### src/rtl/e203_wbck_pkg.sv
// Shared types and default sizes for the integer regfile writeback path.
package e203_wbck_pkg;

  localparam int WBCK_XLEN        = 32;
  localparam int WBCK_RFIDX_WIDTH = 5;
  localparam int WBCK_STARVE_MAX  = 4;

  typedef struct packed {
    logic [WBCK_RFIDX_WIDTH-1:0] rdidx;
    logic [WBCK_XLEN-1:0]        wdat;
  } wbck_req_t;

endpackage

### src/rtl/e203_wbck_fifo.sv
// Synchronous FIFO of writeback requests; head is read straight from storage,
// so an entry pushed this cycle becomes visible at the head next cycle at the earliest.
module e203_wbck_fifo
  import e203_wbck_pkg::*;
#(
  parameter int DEPTH = 2
) (
  input  logic                     clk,
  input  logic                     rst_n,
  input  logic                     push,
  input  wbck_req_t                push_dat,
  input  logic                     pop,
  output logic                     full,
  output logic                     empty,
  output logic [$clog2(DEPTH):0]   cnt,
  output wbck_req_t                head
);

  localparam int AW = $clog2(DEPTH);
  localparam logic [AW:0] FULL_CNT = (AW+1)'(DEPTH);

  wbck_req_t     r_mem [DEPTH];
  logic [AW-1:0] r_wptr;
  logic [AW-1:0] r_rptr;
  logic [AW:0]   r_cnt;
  logic          w_push;
  logic          w_pop;

  assign full   = (r_cnt == FULL_CNT);
  assign empty  = (r_cnt == {(AW+1){1'b0}});
  assign w_push = push & ~full;
  assign w_pop  = pop & ~empty;
  assign cnt    = r_cnt;
  assign head   = r_mem[r_rptr];

  // Storage needs no reset: occupancy alone decides what is valid.
  always_ff @(posedge clk) begin
    if (w_push) begin
      r_mem[r_wptr] <= push_dat;
    end
  end

  always_ff @(posedge clk) begin
    if (!rst_n) begin
      r_wptr <= {AW{1'b0}};
      r_rptr <= {AW{1'b0}};
      r_cnt  <= {(AW+1){1'b0}};
    end else begin
      if (w_push) begin
        r_wptr <= r_wptr + AW'(1'b1);
      end
      if (w_pop) begin
        r_rptr <= r_rptr + AW'(1'b1);
      end
      case ({w_push, w_pop})
        2'b10:   r_cnt <= r_cnt + (AW+1)'(1'b1);
        2'b01:   r_cnt <= r_cnt - (AW+1)'(1'b1);
        default: r_cnt <= r_cnt;
      endcase
    end
  end

endmodule

### src/rtl/e203_exu_wbck_arb.sv
// Regfile writeback arbiter: ALU results win by default, buffered long-pipe
// results are forced through after STARVE_MAX consecutive ALU wins.
module e203_exu_wbck_arb
  import e203_wbck_pkg::*;
#(
  parameter int XLEN        = WBCK_XLEN,
  parameter int RFIDX_WIDTH = WBCK_RFIDX_WIDTH,
  parameter int LONGP_DEPTH = 2,
  parameter int STARVE_MAX  = WBCK_STARVE_MAX
) (
  input  logic                         clk,
  input  logic                         rst_n,
  input  logic                         alu_wbck_i_valid,
  output logic                         alu_wbck_i_ready,
  input  logic [XLEN-1:0]              alu_wbck_i_wdat,
  input  logic [RFIDX_WIDTH-1:0]       alu_wbck_i_rdidx,
  input  logic                         longp_wbck_i_valid,
  output logic                         longp_wbck_i_ready,
  input  logic [XLEN-1:0]              longp_wbck_i_wdat,
  input  logic [RFIDX_WIDTH-1:0]       longp_wbck_i_rdidx,
  output logic                         wbck_dest_wen,
  output logic [RFIDX_WIDTH-1:0]       wbck_dest_idx,
  output logic [XLEN-1:0]              wbck_dest_dat,
  output logic [$clog2(LONGP_DEPTH):0] longp_cnt
);

  localparam int SW = $clog2(STARVE_MAX + 1);
  localparam logic [SW-1:0] STARVE_LIM = SW'(STARVE_MAX);

  wbck_req_t        w_alu_req;
  wbck_req_t        w_lp_req;
  wbck_req_t        w_head;
  wbck_req_t        w_sel;
  logic             w_full;
  logic             w_empty;
  logic             w_head_valid;
  logic             w_force_lp;
  logic             w_alu_grant;
  logic             w_lp_grant;
  logic [SW-1:0]    r_starve;
  logic             r_wen;
  logic [RFIDX_WIDTH-1:0] r_idx;
  logic [XLEN-1:0]  r_dat;

  assign w_alu_req = '{rdidx: alu_wbck_i_rdidx, wdat: alu_wbck_i_wdat};
  assign w_lp_req  = '{rdidx: longp_wbck_i_rdidx, wdat: longp_wbck_i_wdat};

  e203_wbck_fifo #(.DEPTH(LONGP_DEPTH)) u_longp_fifo (
    .clk      (clk),
    .rst_n    (rst_n),
    .push     (longp_wbck_i_valid & ~w_full),
    .push_dat (w_lp_req),
    .pop      (w_lp_grant),
    .full     (w_full),
    .empty    (w_empty),
    .cnt      (longp_cnt),
    .head     (w_head)
  );

  // ALU ready is a function of buffer state only, never of ALU valid.
  assign w_head_valid       = ~w_empty;
  assign w_force_lp         = w_head_valid & (r_starve == STARVE_LIM);
  assign alu_wbck_i_ready   = ~w_force_lp;
  assign longp_wbck_i_ready = ~w_full;
  assign w_alu_grant        = ~w_force_lp & alu_wbck_i_valid;
  assign w_lp_grant         = w_head_valid & (w_force_lp | ~alu_wbck_i_valid);

  always_comb begin
    w_sel = w_head;
    if (w_alu_grant) begin
      w_sel = w_alu_req;
    end else begin
      w_sel = w_head;
    end
  end

  always_ff @(posedge clk) begin
    if (!rst_n) begin
      r_starve <= {SW{1'b0}};
    end else if (w_empty | w_lp_grant) begin
      r_starve <= {SW{1'b0}};
    end else if (w_alu_grant & (r_starve != STARVE_LIM)) begin
      r_starve <= r_starve + SW'(1'b1);
    end else begin
      r_starve <= r_starve;
    end
  end

  // x0 results still complete their handshake but never write the regfile.
  always_ff @(posedge clk) begin
    if (!rst_n) begin
      r_wen <= 1'b0;
      r_idx <= {RFIDX_WIDTH{1'b0}};
      r_dat <= {XLEN{1'b0}};
    end else if (w_alu_grant | w_lp_grant) begin
      r_wen <= (w_sel.rdidx != {RFIDX_WIDTH{1'b0}});
      r_idx <= w_sel.rdidx;
      r_dat <= w_sel.wdat;
    end else begin
      r_wen <= 1'b0;
    end
  end

  assign wbck_dest_wen = r_wen;
  assign wbck_dest_idx = r_idx;
  assign wbck_dest_dat = r_dat;

endmodule

### config.mk
export PLATFORM = sky130hd
export DESIGN_NAME = e203_exu_wbck_arb
export DESIGN_NICKNAME = d
export VERILOG_FILES = /design/src/rtl/e203_wbck_pkg.sv /design/src/rtl/e203_wbck_fifo.sv /design/src/rtl/e203_exu_wbck_arb.sv
export SDC_FILE = /design/constraint.sdc
export NUM_CORES = 1
export LEC_CHECK = 0
export CAP_MARGIN = 20
export CORE_AREA = 2 2 113 115
export DETAILED_ROUTE_END_ITERATION = 7
export DIE_AREA = 0 0 115 117
export GPL_ROUTABILITY_DRIVEN = 0
export PLACE_DENSITY = 0.77
export SYNTH_ARGS = -nofsm -noshare
export SYNTH_HDL_FRONTEND = slang
export SYNTH_SLANG_ARGS = --single-unit
### constraint.sdc
create_clock -name clk -period 2.6 [get_ports clk]
set_input_delay 0.52 -clock clk [delete_from_list [all_inputs] [get_ports clk]]
set_output_delay 0.52 -clock clk [all_outputs]
set_load 0.005 [all_outputs]
==> results.cfg <==
[drt]
vias = 3395
routedWlPerCell_um = 17.7
post_drt_via_cell_ratio = 5.32
antenna_left = 0
drt_pass1_iterations = 4
drcViolationCount = 0
drt-total-wl_mm = 11.3
initialDrtViolationCount = 311

[sta]
number_of_setup_violations_in_the_final_report = 0
timing.final.max_slew_violations = 0
slew-limit-headroom_pct = 55.1
clock_skews_ps = 7.28
rsz0062_at_grt = no
layout_worst_path_cycle_share_pct = 95.1
timing_hold_violations_final = 0
tightestPinTransition_ps = 673
final.min_clock_period_ps = 2470
totalNegativeSetupSlack_ps = 0
clock.fmax_mhz = 404

[yosys]
synthDominantCellAreaShare_pct = 46.6
syn_nets = 437
synth_largest_area_cell = sky130_fd_sc_hd__edfxtp_1
synthesis.yosys.warnings = 0
netlist-cell-type-count = 36
sequential_area_share_after_synthesis_pct = 65.9
post_synth_instance_area_um2 = 4770
synth_seq_cells = 120
syn-instance-count = 356
synth_top_cells_by_area = sky130_fd_sc_hd__edfxtp_1, sky130_fd_sc_hd__dfxtp_1, sky130_fd_sc_hd__mux2i_1
synth.avg_cell_area_um2 = 13.4

[worst_setup_path]
cp_data_arrival_time_ps = 1950
critical_path.n_buffers_inverters = 3
kind_of_cell_adding_the_most_delay_to_the_critical_path = buffers and inverters
critical_path_startpoint_category = flop
crit_slowest_cell = sky130_fd_sc_hd__clkdlybuf4s50_1
slowest_stage_delay_on_critical_path_ps = 460
worstPathCellList = inv_1, ha_1, o211a_2, inv_6, clkdlybuf4s50_1
crit_required_ps = 2080
critical_path.max_fanout = 13
criticalPathCategory = flop to output port
timing.critical_path.to_type = output port

[grt]
gr-usage-all-layers_pct = 17.5
largest_net_degree_at_the_start_of_global_routing = 38
busiest_layer = met2
grt.met2_usage_pct = 29.4
grt_pass1_wl_mm = 17.7
globalRouteMet1Util_pct = 20.8
grt_pass1_vias = 3557
grt_antenna_before_repair = 2
globalRouteMet3Util_pct = 5.72
grt_remaining_overflow = 0

[die]
floorplan.die_area_um2 = 13500
die-height_um = 117
fp.dieW_um = 115
row_count = 41
placeableCoreArea_um2 = 12300
floorplan.initialDensity_pct = 38.7
total_i_o_pin_count = 120

[power]
p_sw_mw = 1.64
power_leakage_nw = 2.25
power.density_nw_per_um2 = 946
power.combinational.fraction_pct = 21.5
vdd.ir_drop.worst_mv = 0.406
power.total_mw = 6.36
power_switching_share_pct = 25.7
intPower_mw = 4.72
sequentialPowerShare_pct = 40.2
power.clock.fraction_pct = 38.3

[layout]
area.growth.synth_to_final_pct = 41.0
layout-drive-gt1-share_pct = 9.47
layout.cells.most_common_list = sky130_fd_sc_hd__clkdlybuf4s50_1, sky130_fd_sc_hd__edfxtp_1, sky130_fd_sc_hd__dfxtp_1
final_net_count = 554
mostFrequentLayoutCell = sky130_fd_sc_hd__clkdlybuf4s50_1

[clocking]
cts.hold.buffers_added = 0
clkLatencyLatePin_ps = 400
clock_root_buffer_master = sky130_fd_sc_hd__clkbuf_16
clock_sink_count = 120
cts.htree.levels = 4
cts-buffers-inserted = 17
tritoncts = done
ctsLongestPathBuffers = 2
clk_transition_reported_paths_ps = 50

[run]
cap_violations = 0

[min_path]
hold_path.class = flop to flop

[status]
run_status = finished clean

[placement]
portBuffers = 119
dp_hpwl_mm = 7.48
==> state kept, by name, indices dropped and copies added, names as in the netlist, named ones only <==
name / cells
wbck_dest_wen: 1
u_longp_fifo.cnt: 2
u_longp_fifo.r_rptr: 1
u_longp_fifo.r_wptr: 1
wbck_dest_dat: 32
u_longp_fifo.r_mem: 74
r_starve: 3
wbck_dest_idx: 5
==> worst reg2reg max path: stages (launching register included) <==
cell	delay [ps]
sky130_fd_sc_hd__dfxtp_1	320
sky130_fd_sc_hd__inv_1	60
sky130_fd_sc_hd__ha_1	180
sky130_fd_sc_hd__o211a_2	410
sky130_fd_sc_hd__inv_6	120
sky130_fd_sc_hd__buf_4	260
sky130_fd_sc_hd__a222oi_1	380
sky130_fd_sc_hd__a311oi_1	90
==> per-layer routing <==
layer,up-vias,part of all wire [%],wire [um]
li1,1635,-,-
met1,1631,42,4790
met2,109,49,5490
met3,20,7.0,792
met4,0,2.2,244
met5,-,0,0
==> logic make-up (layout without fill, tap and decap cells) <==
kind of cell / after synthesis / in the layout / synth area share (%)
muxes: 25 / 25 / 5.25
adders and majority gates: 3 / 3 / 0.787
DFF: 120 / 120 / 65.9
other: 0 / 2 / 0
and+or+nand+nor: 82 / 82 / 10.6
buffers and inverters: 38 / 168 / 4.02
xor gates and xnor gates: 3 / 3 / 0.551
AOI/OAI and AO/OA: 85 / 85 / 12.9
==> final cells by class <==
class | instances | area [um^2]
Inverter | 6 | 27.5
Clock inverter | 8 | 146
Tap cell | 150 | 188
Multi-Input combinational cell | 198 | 1450
Clock buffer | 24 | 472
Antenna cell | 2 | 5.00
Fill cell | 1038 | 5590
Sequential cell | 120 | 3140
Timing Repair Buffer | 130 | 1290
==> power groups by stage <==
stage / sequential (mW) / combinational [mW] / clock, mW
finish: 2.56 / 1.37 / 2.44
global route: 2.59 / 1.50 / 2.57
CTS: 2.56 / 1.38 / 2.49
detailed placement: 2.59 / 1.37 / 0
global placement: 2.58 / 1.33 / 0
floorplan: 2.53 / 0.777 / 0
==> worst paths after layout <==
kind                    start  slack, ps  cells past startpoint                to
setup reg to reg  r_starve[0]        650                      7     wbck_dest_wen
hold / removal    r_starve[0]        450                      1       r_starve[0]
hold reg to reg   r_starve[0]        450                      1       r_starve[0]
setup / recovery  r_starve[0]        130                      5  alu_wbck_i_ready
==> synthesized netlist by cell type (all sizes together) <==
| cell type | number |
|---|---|
| a222oi | 1 |
| dfxtp | 46 |
| mux2i | 25 |
| xnor2 | 2 |
| or3 | 28 |
| a21boi | 1 |
| and3 | 1 |
| ha | 3 |
| a21bo | 1 |
| nor2 | 7 |
| xor2 | 1 |
| a21oi | 29 |
| edfxtp | 74 |
| a311oi | 1 |
| nand2 | 1 |
| o31ai | 12 |
| nor2b | 12 |
| clkbuf | 15 |
| or4 | 2 |
| o211a | 1 |
| o21ai | 2 |
| nor3 | 1 |
| nand2b | 2 |
| nand3b | 2 |
| a32oi | 25 |
| inv | 6 |
| or4b | 1 |
| nor3b | 12 |
| nand3 | 12 |
| buf | 17 |
| or3b | 1 |
| a221oi | 12 |
==> per-stage QoR <==
step	utilization [%]	std cells	hold WS [ps]	cell area, um^2	setup slack, ps
3_3_place_gp	49.5	604	430	6090	414
4_1_cts	54.5	636	455	6710	78.3
2_1_floorplan	-	356	417	4770	577
3_5_place_dp	49.5	604	443	6090	326
6_report	54.6	638	450	6720	127
5_1_grt	54.6	636	477	6720	23.4
==> what timing repair did <==
item,in CTS,in global routing
endpoints found under the setup margin,1,1
gates resized for setup,2,1
buffers inserted,0,0
Power figures use the tool's default switching activity.
